### src/rtl/pwm_multi_channel.sv
// pwm_multi_channel: N-channel PWM sharing one edge/centre-aligned period counter.
// Period, duty and mode are double-buffered and only swap in at a period boundary.
module pwm_multi_channel #(
    parameter int               NCH        = 4,
    parameter int               CNT_W      = 24,
    parameter int unsigned      PERIOD_RST = 50000,
    parameter logic [NCH-1:0]   POL        = '0
) (
    input  logic                 CLK,
    input  logic                 Rstn,
    input  logic                 en,
    input  logic                 upd,
    input  logic [CNT_W-1:0]     period_in,
    input  logic [NCH*CNT_W-1:0] duty_in,
    input  logic                 mode_in,
    output logic [NCH-1:0]       pwm_out,
    output logic                 period_end,
    output logic                 upd_pending
);
    logic [CNT_W-1:0]     cnt, cnt_nx, per, per_p;
    logic [NCH*CNT_W-1:0] duty, duty_p;
    logic                 mode, mode_p, dir, dir_nx, bnd, degen, at_top;
    logic [CNT_W:0]       pm1;
    logic [NCH-1:0]       raw;

    // P-1 kept one bit wider so P=0 cannot wrap into a reachable count
    assign pm1    = {1'b0, per} - (CNT_W+1)'(1);
    assign degen  = per < CNT_W'(2);
    assign at_top = {1'b0, cnt} == pm1;

    always_comb begin
        bnd    = degen || (mode ? (cnt == CNT_W'(1) && (dir || per == CNT_W'(2))) : at_top);
        dir_nx = bnd ? 1'b0 : (mode && at_top) ? 1'b1 : dir;
        cnt_nx = bnd ? '0 : dir_nx ? cnt - CNT_W'(1) : cnt + CNT_W'(1);
    end

    for (genvar i = 0; i < NCH; i++) begin : g_cmp
        assign raw[i] = cnt < duty[i*CNT_W +: CNT_W];
    end

    always_ff @(posedge CLK or negedge Rstn) begin
        if (!Rstn) begin
            cnt         <= '0;
            dir         <= 1'b0;
            per         <= CNT_W'(PERIOD_RST);
            duty        <= '0;
            mode        <= 1'b0;
            per_p       <= '0;
            duty_p      <= '0;
            mode_p      <= 1'b0;
            upd_pending <= 1'b0;
            period_end  <= 1'b0;
            pwm_out     <= POL;
        end else if (!en) begin
            cnt        <= '0;
            dir        <= 1'b0;
            period_end <= 1'b0;
            pwm_out    <= POL;
            // while stopped there is no glitch risk, so updates go straight to the active set
            if (upd) begin
                per         <= period_in;
                duty        <= duty_in;
                mode        <= mode_in;
                upd_pending <= 1'b0;
            end
        end else begin
            cnt        <= cnt_nx;
            dir        <= dir_nx;
            period_end <= bnd;
            pwm_out    <= raw ^ POL;
            if (bnd && upd_pending) begin
                per         <= per_p;
                duty        <= duty_p;
                mode        <= mode_p;
                upd_pending <= 1'b0;
            end
            // a write on the boundary cycle itself waits for the following boundary
            if (upd) begin
                per_p       <= period_in;
                duty_p      <= duty_in;
                mode_p      <= mode_in;
                upd_pending <= 1'b1;
            end
        end
    end
endmodule

### config.mk
export PLATFORM = sky130hd
export DESIGN_NAME = pwm_multi_channel
export DESIGN_NICKNAME = d
export VERILOG_FILES = /design/src/rtl/pwm_multi_channel.sv
export SDC_FILE = /design/constraint.sdc
export NUM_CORES = 1
export LEC_CHECK = 0
export ABC_AREA = 1
export BUFFER_PORTS_ARGS = -buffer_cell sky130_fd_sc_hd__buf_2
export CAP_MARGIN = 15
export CORE_MARGIN = 2
export CORE_UTILIZATION = 35
export CTS_CLUSTER_SIZE = 40
export DETAILED_ROUTE_END_ITERATION = 10
export HOLD_SLACK_MARGIN = 0.1
export SLEW_MARGIN = 10
export SYNTH_ARGS = -nofsm -noshare
export SYNTH_HDL_FRONTEND = slang
export SYNTH_SLANG_ARGS = --single-unit
export TNS_END_PERCENT = 30
### constraint.sdc
create_clock -name CLK -period 4.7 [get_ports CLK]
set_input_delay 0.235 -clock CLK [delete_from_list [all_inputs] [get_ports CLK]]
set_output_delay 0.235 -clock CLK [all_outputs]
set_load 0.02 [all_outputs]
; After elaboration in Yosys (flattened, before gate mapping)
; Cells that the tools add are included.
[op_classes]
n_addsub = 3
n_mul = 0
div = 0
n_lt_le_gt_ge = 5
eq_ne = 4
shifts = 0
mux = 22
bitwise = 0
reduce_logical = 10
[op_table]
columns = operator, n
row1 = $mux 96, 3
row2 = $mux 24, 6
row3 = $lt 24x24->1, 4
row4 = $eq 24x25->1, 1
row5 = $sub 24x1->25 const B, 1
row6 = $add 24x1->24 const B, 1
row7 = $eq 24x1->1 const B, 1
row8 = $eq 24x2->1 const B, 1
row9 = $lt 24x2->1 const B, 1
row10 = $sub 24x1->24 const B, 1
row11 = $mux 1, 12
row12 = $reduce_and 2->1, 3
row13 = $mux 4, 1
row14 = $reduce_bool 2->1, 2
row15 = $logic_and 1x1->1, 3
row16 = $logic_or 1x1->1, 2
row17 = $ne 2x1->1 const B, 1
[word_totals]
ff_bits = 273
latch_bits = 0
mem_bits_rw = 0
mem_bits_ro = 0
inputBits = 125
output_inout_bits = 6
elab_cells = 55
mem_count = 0

; Longest topological paths before layout
[logic_depth]
depth_word = 9
ltp_mapped = 22
mapped_depth_nobuf = 20

; Least setup slack after synthesis
; No wires, ideal clock.
[synth_timing]
kind = register -> register
startpoint = register per[0]
endpoint = register duty[10]
setup_time_ps = 117
t_arrival_ps = 2285
slack_ps = 2298
stages_incl_launch_ff = 20
n_path_buf = 2
synth_period_minus_slack_ps = 2402
path_cell_list = dfrtp_1 > inv_2 > ha_1 > nand2_2 > nor2_8 > nand2_2 > o21ai_2 > nand2_1 > nand2_1 > nand2_1 > inv_1 > nand2_1 > nor2_2 > nand3_2 > nand2_2 > nand3_2 > buf_2 > buf_2 > nand3_1 > nand2_1
[synth_between]
elab_chain_len = 8
word_cells_on_any_way = 11
cone_classes = add/sub: 1 / order compare: 1 / eq/ne: 3 / mux: 1 / reduce/logical: 5
[synth_lines]
columns = element, line_no
row1 = "start, declared", 20  ; logic [CNT_W-1:0] cnt, cnt_nx, per, per_p;
row2 = "start signal, assigned", 45  ; per <= CNT_W'(PERIOD_RST);
row3 = "start signal, assigned", 61  ; per <= period_in;
row4 = "start signal, assigned", 72  ; per <= per_p;
row5 = "parallel branches: the longest is 4 deep, another holds $sub 24x1->25", -
row6 = $logic_or 1x1->1 *, 32  ; bnd = degen || (mode ? (cnt == CNT_W'(1) && (dir || per == CNT_W'(2))) : at_top);
row7 = $logic_and 1x1->1 *, 71  ; if (bnd && upd_pending) begin
row8 = $ne 2x1->1 (no source line) *, -
row9 = $reduce_and 2->1 (no source line) *, -
row10 = "end signal, assigned", 62  ; duty <= duty_in;
row11 = "end signal, assigned", 73  ; duty <= duty_p;
row12 = "end, declared", 21  ; logic [NCH*CNT_W-1:0] duty, duty_p;
; Mark *: on every way between the ends.
; A chain may end at the register's enable or synchronous reset.

; Worst setup path after layout
[layout_timing]
startpoint = register per[0]
endpoint = register cnt[17]
[layout_between]
elab_chain_len = 9
word_cells_on_any_way = 14
cone_classes = add/sub: 1 / order compare: 1 / eq/ne: 2 / mux: 6 / reduce/logical: 4
[layout_lines]
columns = element, line_no
row1 = "parallel branches: the longest is 7 deep, another holds $sub 24x1->25", -
row2 = $mux 24 *, 34  ; cnt_nx = bnd ? '0 : dir_nx ? cnt - CNT_W'(1) : cnt + CNT_W'(1);
row3 = $mux 24 *, 54  ; end else if (!en) begin
row4 = "end signal, assigned", 67  ; cnt <= cnt_nx;
row5 = "end, declared", 20
; Marks and branches as above.

==> results.txt <==
----------------------------------------------------
[Run status]
  Run status ... finished, final reports clean

[Worst setup path]
  Setup Crit Path Kind ... reg2reg
  Category of the worst setup path capture point ... flop
  Nature of the critical path startpoint ... flop
  CP Max Fanout ... 24
  Arrival time of data at the critical path endpoint ... 3930 ps
  WP data required ... 5140 ps
  Reg2Reg Setup Slack ... between 1000 and 1500 ps

[Placement]
  Global placement routability congestion ... 0.904
  HPWL after detailed placement ... 30.7 mm
  Cell area reported after detailed placement ... 0.0175 mm2
  Port Buffers ... 130

[Synthesis]
  Sequential cell area fraction in the yosys report ... between 40% and 50%
  Mapped Cells ... 2208
  Summed instance area of the synthesized netlist ... 0.0164 mm2
  Syn_nets ... 2430
  Warnings from Yosys ... 0
  Average footprint of a synthesized cell ... 7.42 um2
  Synthesis-stage register bit count ... 273
  Count of different cell masters after synthesis ... just over 40

[Detailed routing]
  Average via count per standard cell ... 4.92
  DRC ... 0
  Routed wire length per instance ... 15.1 um
  Sum of routed wire length over all layers ... approximately 46 mm
  Detailed Route Iter0 Violations ... 950
  Routed Antenna Nets ... 0
  Overall via count from detail_route ... 14.9k
  TritonRoute pass-1 iters ... 7

[Global routing]
  Global-route layer with the greatest usage ... met2
  Met1 track demand over resource ... 24.1%
  All-Layer GR Usage ... 19.2%
  Met3 track demand over resource ... 3.15%
  Aggregate global routing overflow ... 0
  Via count of the first global-routing pass ... 14.7k
  Largest net degree at the start of global routing ... 181
  Wire length of the first global-routing pass ... between 70 and 80 mm
  Initial antenna violation count ... 0
  Met2 track utilization from global routing ... 33.1%

[CTS]
  Clock network latency to the later pin of the worst-skew pair ... about 520 ps
  Deepest clock path buffer count ... 3
  CTS HTree Levels ... 2
  Clock tree root buffer cell ... sky130_fd_sc_hd__clkbuf_16
  Post-CTS setup buffer count ... 0
  CTS buffer count ... 34
  Number of buffers added to fix hold violations after cts ... 123
  Clock Sink Count ... 273
  Clock transition at the registers of the reported paths ... around 60 ps
  Number of gates resized after CTS ... 0
  TritonCTS clock tree ... built

[Timing]
  Actual transition at the worst max-transition pin ... 994 ps
  Final clock period utilization by the worst path ... 74.3%
  Final-report setup violation count ... 0
  Number of hold violations in the final report ... 0
  RSZ-0062 raised after global routing ... no
  Clock Skews ... 21.8 ps
  Number of pins with negative max-slew slack in the final report ... 0
  Max-Slew Margin vs Limit ... 33.8%
  Minimum clock period after layout ... 3490 ps
  F_max ... 0.286 GHz
  Total negative setup slack ... 0 ps

[Die]
  DIE HEIGHT ... 220 um
  Row count ... 79
  DIE AREA ... just under 0.05 mm2
  IO Pins ... 131
  Core Area ... 0.0464 mm2
  Initial standard-cell utilization of the core ... between 30% and 40%
  Width of the chip ... 220 um

[Finish]
  Most common cell after layout, fill and taps aside ... sky130_fd_sc_hd__nand2_1
  Diode insertion count for antenna repair ... 0
  Leading cell types in the layout, fill and taps excluded ... sky130_fd_sc_hd__nand2_1, sky130_fd_sc_hd__inv_1, sky130_fd_sc_hd__dfrtp_1
  Final standard cell area without fillers ... 0.0199 mm2
  Layout cells sized above 1 ... approximately a tenth
  Fin util ... 42.9%
  P&R area growth vs syn ... 21.4%
  Final-stage net count ... 2626

[Min path]
  Worst min path class ... in2reg

[Power]
  Power per standard cell area ... 337 mW/mm2
  LEAKAGE ... 0.0103 uW
  IR Drop Worst-Case VDD ... 214 uV

[Flow run]
  Max Cap Viol ... 0

----------------------------------------------------
## final timing paths
check / cells after the start / start / to
max: 16 / per[0] / cnt[17]
min: 5 / en / duty[45]
max reg2reg: 16 / per[0] / cnt[17]
min reg2reg: 2 / duty_p[17] / duty_p[17]
max in group asynchronous: 3 / Rstn / duty_p[43]
min in group asynchronous: 2 / Rstn / duty_p[11]
## cell usage after synthesis, drive strengths merged
cell type,instances,area (um2)
a211o,1,8.76
clkbuf,84,315
xor2,48,420
nand4,43,269
o211ai,7,52.6
nor4b,1,8.76
o21a,6,45.0
o221a,3,33.8
o21bai,4,30.0
xnor2,16,140
nand3,185,936
dfrtp,267,6680
nor2,116,472
ha,97,1210
nand2,674,2540
o21ai,249,1250
a21o,1,7.51
a2111oi,4,35.0
a21oi,45,225
nor3,20,100
or3,1,6.26
nand3b,7,52.6
inv,269,1010
a21boi,5,37.5
a31oi,1,6.26
or2,1,6.26
buf,38,251
nor4,6,37.5
dfstp,6,158
o221ai,2,17.5
clkinv,1,3.75
## layout make-up
cell class	count	area [um2]
tap	607	759
multi-input combinational	1543	7980
inverter	270	1010
fill	4623	26500
clock buffer	47	971
timing repair buffer	282	2150
clock inverter	11	164
sequential	273	6840
## kinds of logic after synthesis
| family | Yosys count | share of synthesized area, % |
|---|---|---|
| DFF | 273 | 41.8 |
| and+or+nand+nor | 1054 | 27.1 |
| buffers and inverters | 392 | 9.65 |
| AOI/OAI and AO/OA | 328 | 10.7 |
| xor gates and xnor gates | 64 | 3.42 |
| adders and majority gates | 97 | 7.41 |
## stage by stage
stage	hold slack (ps)	instances	power (uW)	worst slack [ps]
after floorplan	-60.6	2208	3640	2300
after global placement	171	2852	3970	1270
after detailed placement	166	2852	4010	1230
after CTS	168	3033	6790	1220
after global routing	237	3033	7110	784
final	195	3033	6700	1210
## routing by layer
layer | wire, um | share of wire, %
met1 | 19700 | 43
met2 | 22100 | 48
met3 | 2430 | 5.3
met4 | 1570 | 3.4
met5 | 0 | 0
## worst max-delay path: stages, from the launching register on
cell and delay, ps:
sky130_fd_sc_hd__dfrtp_1 420, sky130_fd_sc_hd__inv_2 120, sky130_fd_sc_hd__ha_1 210, sky130_fd_sc_hd__nand2_2 130
sky130_fd_sc_hd__nor2_2 210, sky130_fd_sc_hd__nand3_1 110, sky130_fd_sc_hd__nand2_1 90, sky130_fd_sc_hd__nand3_1 70
sky130_fd_sc_hd__nor2_1 110, sky130_fd_sc_hd__nand2_1 80, sky130_fd_sc_hd__nor2_2 140, sky130_fd_sc_hd__nand2_1 80
sky130_fd_sc_hd__nand2_2 380, sky130_fd_sc_hd__nand3_1 800, sky130_fd_sc_hd__nand2_1 280, sky130_fd_sc_hd__nand3_1 90
sky130_fd_sc_hd__nor2_1 110
## power by group
part           total, uW  internal [uW]  switching (uW)
sequential          2840           2650             195
clock               2660           1660            1000
combinational       1200            492             706
## sequential cells by signal, indices dropped and copies added, names as in the netlist
name	cells
duty	96
duty_p	96
cnt	24
per	24
per_p	24
pwm_out	4
dir	1
mode	1
mode_p	1
period_end	1
upd_pending	1
Note: power is estimated with default switching activity, not from simulation.
